`src/rtl/fifo_stream_pkg.sv`:
```
// Shared types and constants for the fifo stream drain stage.
// The DRAIN_BEAT_COUNT_EN macro adds a pop counter port to fifo_stream_drain.
package fifo_stream_pkg;

  typedef enum logic {
    ST_RUN   = 1'b0,
    ST_FLUSH = 1'b1
  } drain_state_e;

  localparam int SKID_DEPTH = 2;

endpackage

```
`src/rtl/stream_skid_buf.sv`:
```
// Two-entry register skid buffer in strict FIFO order.
// The head entry is always a register, so the payload never comes straight from push_data.
module stream_skid_buf
  import fifo_stream_pkg::*;
#(
  parameter int DATA_WIDTH = 32
) (
  input  logic                  clk,
  input  logic                  reset,
  input  logic                  clear,
  input  logic                  push,
  input  logic                  pop,
  input  logic [DATA_WIDTH-1:0] push_data,
  output logic [DATA_WIDTH-1:0] head_data,
  output logic [1:0]            count
);

  logic [DATA_WIDTH-1:0] entry_reg  [SKID_DEPTH];
  logic [DATA_WIDTH-1:0] entry_next [SKID_DEPTH];
  logic [1:0]            count_reg;
  logic [1:0]            count_next;

  always_comb begin
    entry_next = entry_reg;
    count_next = count_reg;
    if (clear) begin
      count_next = 2'd0;
    end else begin
      case ({push, pop})
        2'b10: begin
          if (count_reg == 2'd0) entry_next[0] = push_data;
          else                   entry_next[1] = push_data;
          if (count_reg != 2'd2) count_next = count_reg + 2'd1;
        end
        2'b01: begin
          entry_next[0] = entry_reg[1];
          if (count_reg != 2'd0) count_next = count_reg - 2'd1;
        end
        2'b11: begin
          // With one beat held, the arriving beat replaces the departing head
          if (count_reg == 2'd1) begin
            entry_next[0] = push_data;
          end else begin
            entry_next[0] = entry_reg[1];
            entry_next[1] = push_data;
          end
        end
        default: ;
      endcase
    end
  end

  always_ff @(posedge clk or negedge reset) begin
    if (!reset) begin
      count_reg <= 2'd0;
      for (int i = 0; i < SKID_DEPTH; i++) entry_reg[i] <= '0;
    end else begin
      count_reg <= count_next;
      entry_reg <= entry_next;
    end
  end

  assign head_data = entry_reg[0];
  assign count     = count_reg;

endmodule

```
`src/rtl/fifo_stream_drain.sv`:
```
// Drains a 1-cycle-latency fifo into a valid/ready stream through a 2-entry skid buffer.
// Define DRAIN_BEAT_COUNT_EN to add the beat_count output (pops, modulo 2^32).
module fifo_stream_drain
  import fifo_stream_pkg::*;
#(
  parameter int DATA_WIDTH = 32,
  parameter int SKID_DEPTH = fifo_stream_pkg::SKID_DEPTH
) (
  input  logic                  clk,
  input  logic                  reset,
  input  logic [DATA_WIDTH-1:0] fifo_data,
  input  logic                  fifo_empty,
  output logic                  fifo_read,
  output logic [DATA_WIDTH-1:0] out_data,
  output logic                  out_valid,
  input  logic                  out_ready,
  input  logic                  flush,
  output logic                  flush_done
`ifdef DRAIN_BEAT_COUNT_EN
  ,
  output logic [31:0]           beat_count
`endif
);

  drain_state_e state_reg;
  logic         inflight_reg;
  logic         flush_done_reg;
  logic [1:0]   skid_count;
  logic [2:0]   credit_need;
  logic         pop;
  logic         grant;
  logic         in_run;

  assign in_run      = (state_reg == ST_RUN);
  assign out_valid   = (skid_count != 2'd0);
  assign pop         = out_valid & out_ready;
  // Slots that will be occupied once the in-flight beat lands and this cycle's pop leaves
  assign credit_need = {1'b0, skid_count} + {2'b00, inflight_reg} - {2'b00, pop};
  assign fifo_read   = reset & in_run & !fifo_empty & (credit_need < 3'(SKID_DEPTH));
  assign grant       = fifo_read & !fifo_empty;
  assign flush_done  = flush_done_reg;

  stream_skid_buf #(
    .DATA_WIDTH(DATA_WIDTH)
  ) u_skid (
    .clk      (clk),
    .reset    (reset),
    .clear    (in_run & flush),
    .push     (in_run & inflight_reg),
    .pop      (pop),
    .push_data(fifo_data),
    .head_data(out_data),
    .count    (skid_count)
  );

  always_ff @(posedge clk or negedge reset) begin
    if (!reset) begin
      state_reg      <= ST_RUN;
      inflight_reg   <= 1'b0;
      flush_done_reg <= 1'b0;
    end else begin
      inflight_reg   <= grant;
      flush_done_reg <= 1'b0;
      if (in_run) begin
        if (flush) begin
          state_reg      <= ST_FLUSH;
          flush_done_reg <= !grant;
        end
      end else if (flush_done_reg) begin
        state_reg <= ST_RUN;
      end else begin
        // No reads are issued while flushing, so nothing is in flight next cycle
        flush_done_reg <= !grant;
      end
    end
  end

`ifdef DRAIN_BEAT_COUNT_EN
  logic [31:0] beat_count_reg;

  always_ff @(posedge clk or negedge reset) begin
    if (!reset) beat_count_reg <= 32'd0;
    else if (pop) beat_count_reg <= beat_count_reg + 32'd1;
  end

  assign beat_count = beat_count_reg;
`endif

endmodule

```
`config.mk`:
```
export PLATFORM = sky130hd
export DESIGN_NAME = fifo_stream_drain
export DESIGN_NICKNAME = d
export VERILOG_FILES = /design/src/rtl/fifo_stream_pkg.sv /design/src/rtl/stream_skid_buf.sv /design/src/rtl/fifo_stream_drain.sv
export SDC_FILE = /design/constraint.sdc
export NUM_CORES = 1
export LEC_CHECK = 0
export ABC_AREA = 1
export BUFFER_PORTS_ARGS = -buffer_cell sky130_fd_sc_hd__buf_2
export CORE_MARGIN = 2
export CORE_UTILIZATION = 36
export CTS_BUF_LIST = sky130_fd_sc_hd__clkbuf_2 sky130_fd_sc_hd__clkbuf_4 sky130_fd_sc_hd__clkbuf_8
export CTS_CLUSTER_DIAMETER = 100
export DETAILED_ROUTE_END_ITERATION = 10
export MAX_ROUTING_LAYER = met4
export PLACE_DENSITY = 0.57
export REMOVE_ABC_BUFFERS = 1
export SETUP_SLACK_MARGIN = 0.05
export SYNTH_ARGS = -nofsm -noshare
export SYNTH_HDL_FRONTEND = slang
export SYNTH_SLANG_ARGS = --single-unit
```
`constraint.sdc`:
```
create_clock -name clk -period 5.65 [get_ports clk]
set_clock_uncertainty 0.2 [all_clocks]
set_input_delay 0.8475 -clock clk [delete_from_list [all_inputs] [get_ports clk]]
set_output_delay 0.8475 -clock clk [all_outputs]
set_load 0.02 [all_outputs]
```
==> reports/metrics.csv <==
metric,value,unit
crit_required,4.60,ns
synth-edff-count,0,
drt_iter0_markers,141,
start_util,37.3,%
path_clk_slew,0.08,ns
post_cts_buffers,0,
die_w,105,um
cts.sinks,69,
hold_class,in -> async,
finalCritPeriodShare,69.6,%
grt_pass1_wl,14.3,mm
postSynthAreaPerCell,7.86,um2
first_global_vias,2926,
die_y,105,um
place.gp.congestion,0.746,
finalHoldViolCount,0,
hold_buffers,0,
cts-resized-gates,0,
rsz0062_at_grt,no,
crit_chain,inv_1 -> ha_1 -> inv_2 -> nand2_2 -> inv_1 -> ha_1 -> or2_2 -> fa_1 -> nand3_1 -> nor2_1 -> buf_2,
drc,0,
cts_root_buf,clkbuf_8,
worst_pin_slew,0.967,ns
clock_latency,0.34,ns
cap_violations,0,
cp_top_family,adder cells,
antenna_found_initial,0,
peakVddDrop,0.211,mV
numCtsBuffers,9,
fin_setup_tns,0,ns
wirelength,8.33,mm
netlist_instances,468,
hold_ws,0.212,ns
slew_violations,0,
cpPeakStageDelay,0.48,ns
place_inst,617,
cp_slowest_cell,fa_1,
ys_types,21,
ys_ff_latch,69,
track_usage,16.7,%
yosysWarnings,0,
fp.coreArea,9860,um2
io_pins,72,
seq_area_frac_synth,46.9,%
cp_max_fo,4,
vias_per_cell,4.65,
hpwlAfterDp,5.04,mm
wl_per_cell,13.2,um
num_vias,2942,
dr.pass1.iters,4,
final_common_cell,nand2_1,
critical_path_arrival,2.88,ns
place_area,3800,um2
finalSetupViolCount,0,
cts_max_level,3,
globalRouteOverflowTotal,0,
area_delta_synth_final,9.18,%
critical_path_class,reg -> out,
mostFrequentLayoutCells,"233 x nand2_1, 70 x buf_2, 69 x dfrtp_1, 66 x nand3_1, 12 x clkbuf_8",
design.die.area,11000,um2
power_density,526,nW/um2
cts_tree,done,
nNetsFinal,540,
num_antenna_cells,0,
postRouteAntennaNets,0,
async_flop_share,100,%
clockBufferDepth,2,
io_buffers,71,
grt_start_max_net_pins,43,
min_period,3.93,ns
startpoint_type,register,
power,2.11,mW
layout.cells.non_filler,633,
final_layout_size_suffix_gt1_share,20.6,%
critical_path.endpoint_type,output pin,
row_count,36,
syn-cell-area,3680,um2
status,finished clean,
worst-path-buf-inv,4,
postLayoutCellArea,4020,um2
clock.fmax,0.254,GHz
synth-main-ff-cell,dfrtp_1,
leakage,2.32,nW
slew_headroom,35.3,%
==> layout make-up <==
| type | instances | area (um2) |
|---|---|---|
| multi-input cells | 331 | 1500 |
| clock inverters | 3 | 42.5 |
| inverters | 12 | 45.0 |
| fillers | 1027 | 5850 |
| flip-flops and latches | 69 | 1730 |
| clock buffers | 13 | 173 |
| repair buffers | 72 | 365 |
| well taps | 133 | 166 |
==> routing by layer <==
metal	up-vias	GRT usage (%)	wire, um	part of all wire (%)
met2	74	25.4	3760	45
met3	14	2.68	350	4.2
met1	1377	22.0	4030	48
met4	0	7.52	182	2.2
met5	-	-	0	0
li1	1477	-	-	-
==> synthesized netlist by cell type, types with 4 or more instances <==
master / n / area (um2)
nand2_2: 4 / 25.0
buf_6: 5 / 56.3
buf_4: 42 / 315
dfrtp_1: 69 / 1730
nor2_1: 9 / 33.8
nand3_1: 66 / 330
inv_2: 4 / 15.0
buf_2: 9 / 45.0
nand2_1: 233 / 875
ha_1: 7 / 87.6
inv_1: 8 / 30.0
==> per-stage QoR <==
stage	setup WS (ns)	util, %
6_report	1.72	40.7
5_1_grt	1.53	40.7
4_1_cts	1.69	40.7
3_5_place_dp	1.95	38.5
3_3_place_gp	2.00	38.5
2_1_floorplan	2.13	-
==> worst paths after layout <==
check | start | endpoint | slack [ns] | cells after the start
max | u_skid.count[1] | fifo_read | 1.72 | 11
min | reset | u_skid.head_data[15] | 0.21 | 1
max reg2reg | u_skid.count[1] | u_skid.entry_reg[24] | 2.51 | 11
min reg2reg | u_skid.entry_reg[13] | u_skid.entry_reg[13] | 0.27 | 2
max in group asynchronous | reset | u_skid.entry_reg[9] | 4.11 | 2
min in group clk | u_skid.entry_reg[13] | u_skid.entry_reg[13] | 0.27 | 2
==> logic make-up (layout without fill, tap and decap cells) <==
| group | after synthesis | after routing | synth area share, % |
|---|---|---|---|
| simple gates | 317 | 317 | 35.9 |
| flops | 69 | 69 | 46.9 |
| buf+inv | 68 | 100 | 12.5 |
| fa+ha+maj | 8 | 8 | 2.92 |
| compound gates | 4 | 4 | 1.26 |
| xor+xnor | 2 | 2 | 0.476 |
==> power breakdown <==
group	internal, mW	switching, mW
Clock	0.244	0.190
Sequential	0.699	0.106
Combinational	0.274	0.601
Total	1.22	0.897
==> worst reg2reg max path: stages, from the launching register on <==
cell,delay (ns)
dfrtp_1,0.43
inv_1,0.11
ha_1,0.23
inv_2,0.08
nand2_2,0.09
inv_1,0.13
ha_1,0.25
inv_1,0.11
o21ai_4,0.76
nand2_4,0.41
nand2_1,0.17
nand2_1,0.06
Note: power is estimated with default switching activity, not from simulation.
